`src/rtl/vliw_fwd_unit_pkg.sv`:
```
// ---------------------------------------------------------------------------
// Package: vliw_fwd_unit_pkg
// Purpose: shared types and constants for the STARBUG VLIW forwarding unit.
//   fwd_src_t       - bypass source selected for one operand
//   VLIW_MAX_LANES  - widest bundle the unit is built for
//   REG_AW          - integer register address width
//   reg_match()     - "this stage/lane produces register rs" test
// ---------------------------------------------------------------------------
package vliw_fwd_unit_pkg;

  typedef enum logic [1:0] {
    FWD_RF = 2'b00,
    FWD_W  = 2'b01,
    FWD_M  = 2'b10,
    FWD_R  = 2'b11
  } fwd_src_t;

  localparam int VLIW_MAX_LANES = 8;
  localparam int REG_AW         = 5;

  // x0 is hardwired to zero, so a write to it never forwards.
  function automatic logic reg_match(input logic             wr,
                                     input logic [REG_AW-1:0] rd,
                                     input logic [REG_AW-1:0] rs);
    return wr && (rd == rs) && (rs != '0);
  endfunction

endpackage

```
`src/rtl/vliw_fwd_unit_sel.sv`:
```
// ---------------------------------------------------------------------------
// Module: vliw_fwd_sel
// Purpose: priority select for a single operand. Reports which pipeline stage
//   and which lane supply the freshest copy of register rs.
// Ports:
//   rs                 in   operand source register
//   rd_m, regwrite_m   in   per-lane Memory-stage destination / valid
//   load_m             in   per-lane Memory-stage load flag
//   rd_w, regwrite_w   in   per-lane Writeback-stage destination / valid
//   rd_r, regwrite_r   in   per-lane retire-stage destination / valid
//                           (only with VLIW_FWD_RETIRE_EN)
//   src                out  selected source stage
//   lane               out  producing lane within that stage
//   load_hit           out  operand matched a load still sitting in M
// Configuration: VLIW_FWD_RETIRE_EN adds the retire stage as lowest bypass.
// ---------------------------------------------------------------------------
module vliw_fwd_sel
  import vliw_fwd_unit_pkg::*;
#(
  parameter  int LANES = 4,
  localparam int LW    = (LANES > 1) ? $clog2(LANES) : 1
) (
  input  logic [REG_AW-1:0]             rs,
  input  logic [LANES-1:0][REG_AW-1:0]  rd_m,
  input  logic [LANES-1:0]              regwrite_m,
  input  logic [LANES-1:0]              load_m,
  input  logic [LANES-1:0][REG_AW-1:0]  rd_w,
  input  logic [LANES-1:0]              regwrite_w,
`ifdef VLIW_FWD_RETIRE_EN
  input  logic [LANES-1:0][REG_AW-1:0]  rd_r,
  input  logic [LANES-1:0]              regwrite_r,
`endif
  output fwd_src_t                      src,
  output logic [LW-1:0]                 lane,
  output logic                          load_hit
);

  logic          hit_m, hit_w;
  logic [LW-1:0] lane_m, lane_w;
`ifdef VLIW_FWD_RETIRE_EN
  logic          hit_r;
  logic [LW-1:0] lane_r;
`endif

  // Scan lanes in ascending order so the highest-index (youngest) match wins.
  always_comb begin
    hit_m    = 1'b0;
    lane_m   = '0;
    hit_w    = 1'b0;
    lane_w   = '0;
    load_hit = 1'b0;
`ifdef VLIW_FWD_RETIRE_EN
    hit_r    = 1'b0;
    lane_r   = '0;
`endif
    for (int l = 0; l < LANES; l++) begin
      if (reg_match(regwrite_m[l], rd_m[l], rs)) begin
        hit_m  = 1'b1;
        lane_m = LW'(l);
        if (load_m[l]) load_hit = 1'b1;
      end
      if (reg_match(regwrite_w[l], rd_w[l], rs)) begin
        hit_w  = 1'b1;
        lane_w = LW'(l);
      end
`ifdef VLIW_FWD_RETIRE_EN
      if (reg_match(regwrite_r[l], rd_r[l], rs)) begin
        hit_r  = 1'b1;
        lane_r = LW'(l);
      end
`endif
    end
  end

  // Stage priority: M over W (over R) over the register file.
  always_comb begin
    src  = FWD_RF;
    lane = '0;
    if (hit_m) begin
      src  = FWD_M;
      lane = lane_m;
    end else if (hit_w) begin
      src  = FWD_W;
      lane = lane_w;
    end
`ifdef VLIW_FWD_RETIRE_EN
    else if (hit_r) begin
      src  = FWD_R;
      lane = lane_r;
    end
`endif
  end

endmodule

```
`src/rtl/vliw_fwd_unit.sv`:
```
// ---------------------------------------------------------------------------
// Module: vliw_fwd_unit
// Purpose: N-lane forwarding / load-use hazard unit for the STARBUG VLIW
//   integer pipeline. Tracks each lane's destination through M and W and
//   picks the bypass source for both operands of every Execute lane.
// Ports:
//   clk, reset           clock; asynchronous active-low reset
//   StallE/M/W           bundle-wide stage stalls
//   FlushE/M/W           bundle-wide stage flushes
//   Rs1D, Rs2D           Decode sources (load-use check)
//   Rs1E, Rs2E, RdE      Execute sources / destination
//   RegWriteE, LoadE     Execute lane writes regfile / is a load
//   R1E, R2E             regfile operands already in E
//   IFResultM, ResultW   per-lane M and W results
//   SrcAFwdE, SrcBFwdE   forwarded operands
//   LoadUseStallD        stall F/D and flush E request
// Configuration: VLIW_FWD_RETIRE_EN adds a retire stage (R) below W for
//   register files without write-before-read.
// ---------------------------------------------------------------------------
module vliw_fwd_unit
  import vliw_fwd_unit_pkg::*;
#(
  parameter  int XLEN  = 64,
  parameter  int LANES = 4,
  localparam int LW    = (LANES > 1) ? $clog2(LANES) : 1
) (
  input  logic                            clk,
  input  logic                            reset,
  input  logic                            StallE,
  input  logic                            StallM,
  input  logic                            StallW,
  input  logic                            FlushE,
  input  logic                            FlushM,
  input  logic                            FlushW,
  input  logic [LANES-1:0][REG_AW-1:0]    Rs1D,
  input  logic [LANES-1:0][REG_AW-1:0]    Rs2D,
  input  logic [LANES-1:0][REG_AW-1:0]    Rs1E,
  input  logic [LANES-1:0][REG_AW-1:0]    Rs2E,
  input  logic [LANES-1:0][REG_AW-1:0]    RdE,
  input  logic [LANES-1:0]                RegWriteE,
  input  logic [LANES-1:0]                LoadE,
  input  logic [LANES-1:0][XLEN-1:0]      R1E,
  input  logic [LANES-1:0][XLEN-1:0]      R2E,
  input  logic [LANES-1:0][XLEN-1:0]      IFResultM,
  input  logic [LANES-1:0][XLEN-1:0]      ResultW,
  output logic [LANES-1:0][XLEN-1:0]      SrcAFwdE,
  output logic [LANES-1:0][XLEN-1:0]      SrcBFwdE,
  output logic                            LoadUseStallD
);

  if (LANES < 2 || LANES > VLIW_MAX_LANES) begin : g_bad_lanes
    $error("vliw_fwd_unit: LANES out of range");
  end

  // The E stage register itself lives in the lane datapaths; its stall and
  // flush act there, so this unit only carries them for a uniform interface.
  logic unused_e_ctrl;
  assign unused_e_ctrl = StallE | FlushE;

  logic [LANES-1:0][REG_AW-1:0] rd_m_q, rd_m_d, rd_w_q, rd_w_d;
  logic [LANES-1:0]             regwrite_m_q, regwrite_m_d;
  logic [LANES-1:0]             load_m_q, load_m_d;
  logic [LANES-1:0]             regwrite_w_q, regwrite_w_d;
`ifdef VLIW_FWD_RETIRE_EN
  logic [LANES-1:0][REG_AW-1:0] rd_r_q, rd_r_d;
  logic [LANES-1:0]             regwrite_r_q, regwrite_r_d;
  logic [LANES-1:0][XLEN-1:0]   result_r_q, result_r_d;
`endif

  // Stage advance; a flush clears the valid bits even while stalled.
  always_comb begin
    rd_m_d       = rd_m_q;
    regwrite_m_d = regwrite_m_q;
    load_m_d     = load_m_q;
    rd_w_d       = rd_w_q;
    regwrite_w_d = regwrite_w_q;
    if (!StallM) begin
      rd_m_d       = RdE;
      regwrite_m_d = RegWriteE;
      load_m_d     = LoadE;
    end
    if (FlushM) begin
      regwrite_m_d = '0;
      load_m_d     = '0;
    end
    if (!StallW) begin
      rd_w_d       = rd_m_q;
      regwrite_w_d = regwrite_m_q;
    end
    if (FlushW) regwrite_w_d = '0;
  end

`ifdef VLIW_FWD_RETIRE_EN
  // Retire stage captures what W is writing back this cycle.
  always_comb begin
    rd_r_d       = rd_r_q;
    regwrite_r_d = regwrite_r_q;
    result_r_d   = result_r_q;
    if (!StallW) begin
      rd_r_d       = rd_w_q;
      regwrite_r_d = regwrite_w_q;
      result_r_d   = ResultW;
    end
    if (FlushW) regwrite_r_d = '0;
  end
`endif

  always_ff @(posedge clk or negedge reset) begin
    if (!reset) begin
      rd_m_q       <= '0;
      regwrite_m_q <= '0;
      load_m_q     <= '0;
      rd_w_q       <= '0;
      regwrite_w_q <= '0;
`ifdef VLIW_FWD_RETIRE_EN
      rd_r_q       <= '0;
      regwrite_r_q <= '0;
      result_r_q   <= '0;
`endif
    end else begin
      rd_m_q       <= rd_m_d;
      regwrite_m_q <= regwrite_m_d;
      load_m_q     <= load_m_d;
      rd_w_q       <= rd_w_d;
      regwrite_w_q <= regwrite_w_d;
`ifdef VLIW_FWD_RETIRE_EN
      rd_r_q       <= rd_r_d;
      regwrite_r_q <= regwrite_r_d;
      result_r_q   <= result_r_d;
`endif
    end
  end

  fwd_src_t          src_a [LANES];
  fwd_src_t          src_b [LANES];
  logic [LW-1:0]     lane_a [LANES];
  logic [LW-1:0]     lane_b [LANES];
  logic [LANES-1:0]  load_hit_a, load_hit_b;

  for (genvar g = 0; g < LANES; g++) begin : g_sel
    vliw_fwd_sel #(.LANES(LANES)) u_sel_a (
      .rs         (Rs1E[g]),
      .rd_m       (rd_m_q),
      .regwrite_m (regwrite_m_q),
      .load_m     (load_m_q),
      .rd_w       (rd_w_q),
      .regwrite_w (regwrite_w_q),
`ifdef VLIW_FWD_RETIRE_EN
      .rd_r       (rd_r_q),
      .regwrite_r (regwrite_r_q),
`endif
      .src        (src_a[g]),
      .lane       (lane_a[g]),
      .load_hit   (load_hit_a[g])
    );
    vliw_fwd_sel #(.LANES(LANES)) u_sel_b (
      .rs         (Rs2E[g]),
      .rd_m       (rd_m_q),
      .regwrite_m (regwrite_m_q),
      .load_m     (load_m_q),
      .rd_w       (rd_w_q),
      .regwrite_w (regwrite_w_q),
`ifdef VLIW_FWD_RETIRE_EN
      .rd_r       (rd_r_q),
      .regwrite_r (regwrite_r_q),
`endif
      .src        (src_b[g]),
      .lane       (lane_b[g]),
      .load_hit   (load_hit_b[g])
    );
  end

  // AND-OR mux from one-hot decoded selects: exactly one term is enabled per
  // operand, so no X from an unselected source can leak into the result.
  always_comb begin
    for (int l = 0; l < LANES; l++) begin
      SrcAFwdE[l] = R1E[l] & {XLEN{src_a[l] == FWD_RF}};
      SrcBFwdE[l] = R2E[l] & {XLEN{src_b[l] == FWD_RF}};
      for (int k = 0; k < LANES; k++) begin
        SrcAFwdE[l] = SrcAFwdE[l]
                    | (IFResultM[k] & {XLEN{src_a[l] == FWD_M && lane_a[l] == LW'(k)}})
                    | (ResultW[k]   & {XLEN{src_a[l] == FWD_W && lane_a[l] == LW'(k)}});
        SrcBFwdE[l] = SrcBFwdE[l]
                    | (IFResultM[k] & {XLEN{src_b[l] == FWD_M && lane_b[l] == LW'(k)}})
                    | (ResultW[k]   & {XLEN{src_b[l] == FWD_W && lane_b[l] == LW'(k)}});
`ifdef VLIW_FWD_RETIRE_EN
        SrcAFwdE[l] = SrcAFwdE[l]
                    | (result_r_q[k] & {XLEN{src_a[l] == FWD_R && lane_a[l] == LW'(k)}});
        SrcBFwdE[l] = SrcBFwdE[l]
                    | (result_r_q[k] & {XLEN{src_b[l] == FWD_R && lane_b[l] == LW'(k)}});
`endif
      end
    end
  end

  // Load data only exists after M, so any Decode consumer of an E-stage load
  // (in any lane) must wait one cycle.
  always_comb begin
    LoadUseStallD = 1'b0;
    for (int i = 0; i < LANES; i++) begin
      for (int j = 0; j < LANES; j++) begin
        if (LoadE[i] && RegWriteE[i] && RdE[i] != '0 &&
            (RdE[i] == Rs1D[j] || RdE[i] == Rs2D[j]))
          LoadUseStallD = 1'b1;
      end
    end
  end

  // A load reaching M with a dependent in E means the load-use stall was missed.
  a_no_load_fwd_from_m : assert property (
    @(posedge clk) disable iff (!reset) ((load_hit_a | load_hit_b) == '0)
  );

endmodule

```
`config.mk`:
```
export PLATFORM = sky130hd
export DESIGN_NAME = vliw_fwd_unit
export DESIGN_NICKNAME = d
export VERILOG_FILES = /design/src/rtl/vliw_fwd_unit_pkg.sv /design/src/rtl/vliw_fwd_unit_sel.sv /design/src/rtl/vliw_fwd_unit.sv
export SDC_FILE = /design/constraint.sdc
export NUM_CORES = 2
export LEC_CHECK = 0
export ABC_AREA = 1
export CAP_MARGIN = 20
export CORE_AREA = 2 2 634 636
export DETAILED_ROUTE_END_ITERATION = 8
export DIE_AREA = 0 0 636 638
export GPL_ROUTABILITY_DRIVEN = 0
export PLACE_DENSITY = 0.32
export SETUP_SLACK_MARGIN = 0.1
export SLEW_MARGIN = 0
export SYNTH_ARGS = -nofsm -noshare
export SYNTH_HDL_FRONTEND = slang
export SYNTH_SLANG_ARGS = --single-unit
```
`constraint.sdc`:
```
create_clock -name clk -period 2.35 [get_ports clk]
set_clock_uncertainty 0.1 [all_clocks]
set_input_delay 0.235 -clock clk [delete_from_list [all_inputs] [get_ports clk]]
set_output_delay 0.235 -clock clk [all_outputs]
set_load 0.05 [all_outputs]
```
# Word level (Yosys, flattened, before mapping)
# Cells that the tools add are included.
[word_totals]
elab_cells = 708
out_inout_bits = 513
inputBits = 1140
ff_bits = 48
[op_classes]
n_eq_ne = 138
n_reduce_logical = 260
bitwise = 136
mux = 164
[op_table]
columns = ["op", "count"]
rows = [
  ["bitwise AND 64 bit", 72],
  ["OR 64 bit", 64],
  ["== test 5 bit", 96],
  ["logical AND 1 bit", 216],
  ["2-to-1 mux 2 bit", 56],
  ["2-to-1 mux 1 bit", 104],
  ["nonzero test 5 bit", 12],
  ["== test 2 bit (second input constant)", 24],
  ["== test 2 x 1 -> 1 bit (second input constant)", 16],
  ["zero test 2 bit", 16],
  ["logical OR 1 bit", 16],
  ["2-to-1 mux 4 bit", 4],
  ["inequality test 2 x 1 -> 1 bit (second input constant)", 2],
]

# Logic depth before layout (Yosys ltp)
[depth]
depth_word = 20
ltp_mapped = 20
ltp_nobuf = 16

# Hierarchy
# From an unflattened synthesis, not the netlist that was laid out.
[unflattened]
hier_cells = 8993
area_unflattened_um2 = 41692.5
[modules_own_cells]
columns = ["module", "cells_per_inst", "n_inst", "area_per_inst_um2", "seq_area_each_um2"]
rows = [
  ["vliw_fwd_unit", 7481, 1, 34405.5, 1301.2],
  ["vliw_fwd_sel", 189, 8, 910.9, 0.0],
]

# Worst setup path after synthesis
# OpenSTA, ideal clock, no wires.
[synth_path]
path_kind = "flip-flop to output port"
startpoint = "register rd_m_q[8] (netlist name)"
endpoint = "output port SrcAFwdE[152] (netlist name)"
arrival_ns = 2.370
required_ns = 2.015
path_slack_ns = -0.355
stages_incl_launch_ff = 21
n_path_buf = 4
cell_sequence = "dfrtp_1 -> buf_4 -> inv_2 -> buf_6 -> nand2_1 -> nand2_1 -> clkinv_1 -> nand2_1 -> nor2_1 -> nand2_1 -> nand2_1 -> nor2_4 -> nand2_1 -> nand2_2 -> nor2_1 -> buf_2 -> buf_4 -> nand3_1 -> nand2_1 -> nor2_1 -> nand3_1"
[synth_lines]
columns = ["element", "line_no", "text"]
rows = [
  ["start, declared", "vliw_fwd_unit.sv:60", "logic [LANES-1:0][REG_AW-1:0] rd_m_q, rd_m_d, rd_w_q, rd_w_d;"],
  ["start signal, assigned", "vliw_fwd_unit.sv:121", "rd_m_q <= rd_m_d;"],
  ["end, declared", "vliw_fwd_unit.sv:46", "output logic [LANES-1:0][XLEN-1:0] SrcAFwdE,"],
]

==> results.toml <==
[global_routing]
grt_max_degree = 63
track_usage_pct = 34.7
grt_pass1_wl_um = 958000
grt_pass1_vias = 95269
antenna_found_initial = 153
overflow = 0

[yosys]
ys_warn_count = 0
synth_top_area_cell = "nand4_1"
netlist_top_cells_area = "nand4_1 (24%), nand2_1 (21%), nor2_1 (15%)"
ys_seq_area_share_pct = 2.19
synth.most_common_cell = "nand2_1"
yosys.area.top_type_share_pct = 23.6
syn-num-nets = 12572
ys.flop_type = "dfrtp_1"
synth_seq_cells = 48
syn-cell-area_um2 = 54900
ys_async_sr_fraction_pct = 100
syn-mean-instance-area_um2 = 4.80
synth_edf_count = 0
syn_inst = 11432
ys_types = 49
synth_commonest_cells = "nand2_1 (3095), nor2_1 (2127), nand4_1 (2071)"

[floorplanning]
die_h_um = 638
core_um2 = 399000
dieArea_um2 = 406000
start_util_pct = 13.8
dieWidth_um = 636
ios = 1653
rows = 232

[timing]
relSlewSlack_pct = 19.2
tns_ns = -623.50
setup_viol = 513
worstMarginPinSlew_ns = 1.21
rsz0062_at_grt = "yes"
fin_ws_ns = -1.38
drv_slew = 0
fin_crit_sh_pct = 159
min_period_ns = 3.73
max_freq_mhz = 268
hold_violations = 0

[worst_setup_path]
cp_top_family = "buffers and inverters"
startpoint_type = "flip-flop"
crit_slowest_cell = "dfrtp_2"
cp_max_fo = 14
crit_buf_inv = 9
worstSetupEndpointType = "output pin"
worstPathRequired_ns = 2.02
arrival_ns = 3.39
cp_cell_sequence = "buf_6 > buf_8 > nand2_1 > nand2_1 > nand2_1 > nor2_2 > nand2_2 > buf_4 > o21ai_2 > inv_2 > nand2_8 > buf_4 > nor3_4 > buf_4 > buf_12 > buf_12 > a21oi_2 > nand3_2 > buf_12"
slowest_delay_ns = 0.42
worst-setup-path-type = "flip-flop to output pin"

[run_status]
outcome = "finished, violations left"
violations = "negative setup slack"

[clock_tree]
cts.sinks = 48
numCtsBuffers = 5
htree_levels = 2
cts_buffer_depth = 2
cts_tree = "yes"
clkTransAtPathRegs_ns = 0.07
cts_root_buffer = "clkbuf_16"
clk-insertion-delay-late_ns = 0.31

[layout]
design_area_um2 = 116000
fillers = 44066
final_layout_size_suffix_gt1_share_pct = 33.1
final_nets = 15236
multiInputGateArea_um2 = 55300
layout.area.seq_um2 = 1220
area_delta_synth_final_pct = 111

[pwr]
leakage_nw = 53.9
ir_drop_uv = 376
p_per_area_nw_per_um2 = 278

[drt]
drc = 0
dr_wl_met2_um = 327000
drt_iter0_drc = 15240
firstDrtPassIters = 9
drt_wl_total_um = 774000
via_per_inst = 5.41
wl_met3_um = 73300
wl_per_cell_um = 39.8
met1Wirelength_um = 307000
vias = 105103
postRouteAntennaNets = 0
highest_layer = "met5"

[placed_design]
place_area_um2 = 104000
dp_hpwl_um = 579000
io_buffers = 1650

[job]
drv_cap = 0

[worst_hold_path]
min_path_type = "input port to asynchronous set/reset pin"
power by group:
group          leakage [nW]  switching (mW)  internal (mW)
Sequential            0.581           0.105          0.907
Clock                0.0904           0.359          0.605
Combinational          53.2            18.6           11.6
Total                  53.9            19.1           13.1
final timing paths:
check,startpoint,to,slack [ns],cells after the start
worst max register to register,regwrite_w_q[3],regwrite_w_q[3],1.03,5
max in group asynchronous,reset,rd_m_q[12],1.21,3
worst min-delay path,reset,rd_w_q[9],0.30,2
worst max-delay path,rd_m_q[9],SrcBFwdE[110],-1.38,19
min in group clk,FlushW,regwrite_w_q[1],0.40,2
worst min register to register,rd_w_q[14],rd_w_q[14],0.48,2
kinds of logic after synthesis:
group	Yosys count	share of synthesized area (%)
buffers and inverters	1964	16.1
DFF	48	2.19
xor gates and xnor gates	112	1.79
AOI/OAI and AO/OA	769	8.66
and+or+nand+nor	8539	71.3
sequential cells by signal, indices dropped and copies added, names as in the netlist:
signal and cells:
rd_m_q 20, rd_w_q 20, regwrite_m_q 4, regwrite_w_q 4
layout make-up:
type | instances | area share, %
multi-input cells | 9420 | 47.8
inverters | 523 | 1.84
flip-flops and latches | 48 | 1.05
repair buffers | 4098 | 43.3
well taps | 5265 | 5.70
diodes | 84 | 0.182
clock buffers | 5 | 0.108
clock inverters | 2 | 0.0519
through the flow:
stage	std cells	hold WS (ns)	total power, mW	util [%]	worst slack, ns
2_1_floorplan	11432	-0.161	11.9	-	-0.149
5_1_grt	19422	0.353	32.5	29.0	-1.40
4_1_cts	19144	0.295	30.4	27.4	-1.30
3_5_place_dp	18948	0.102	28.5	26.0	-1.81
3_3_place_gp	18948	0.108	28.6	26.0	-1.89
6_report	19445	0.295	32.1	29.0	-1.38
layer usage:
| metal | track usage (%) | vias to the layer above |
|---|---|---|
| met3 | 6.74 | 1860 |
| met2 | 52.8 | 7609 |
| met4 | 23.5 | 64 |
| li1 | - | 44436 |
| met1 | 44.1 | 51134 |
| met5 | 0 | - |
layout by cell type (no fill, tap or decap), drive strengths merged, types with 19 or more instances in the layout:
| cell | count |
|---|---|
| a21boi | 168 |
| a21oi | 239 |
| a31oi | 164 |
| buf | 2882 |
| clkbuf | 76 |
| clkdlybuf4s50 | 1109 |
| dfrtp | 48 |
| diode | 84 |
| inv | 508 |
| nand2 | 3119 |
| nand3 | 1156 |
| nand4 | 2071 |
| nor2 | 2162 |
| o21ai | 135 |
| o22ai | 19 |
| xnor2 | 57 |
| xor2 | 55 |
timing repair:
item                       CTS  global route
gates cloned                45            74
gates resized for setup    674           771
hold endpoints to repair    16             0
setup endpoints to repair  513           513
setup buffers              144           150
pin swaps                  196           306
hold buffers                 1             0
Note: power is estimated with default switching activity, not from simulation.
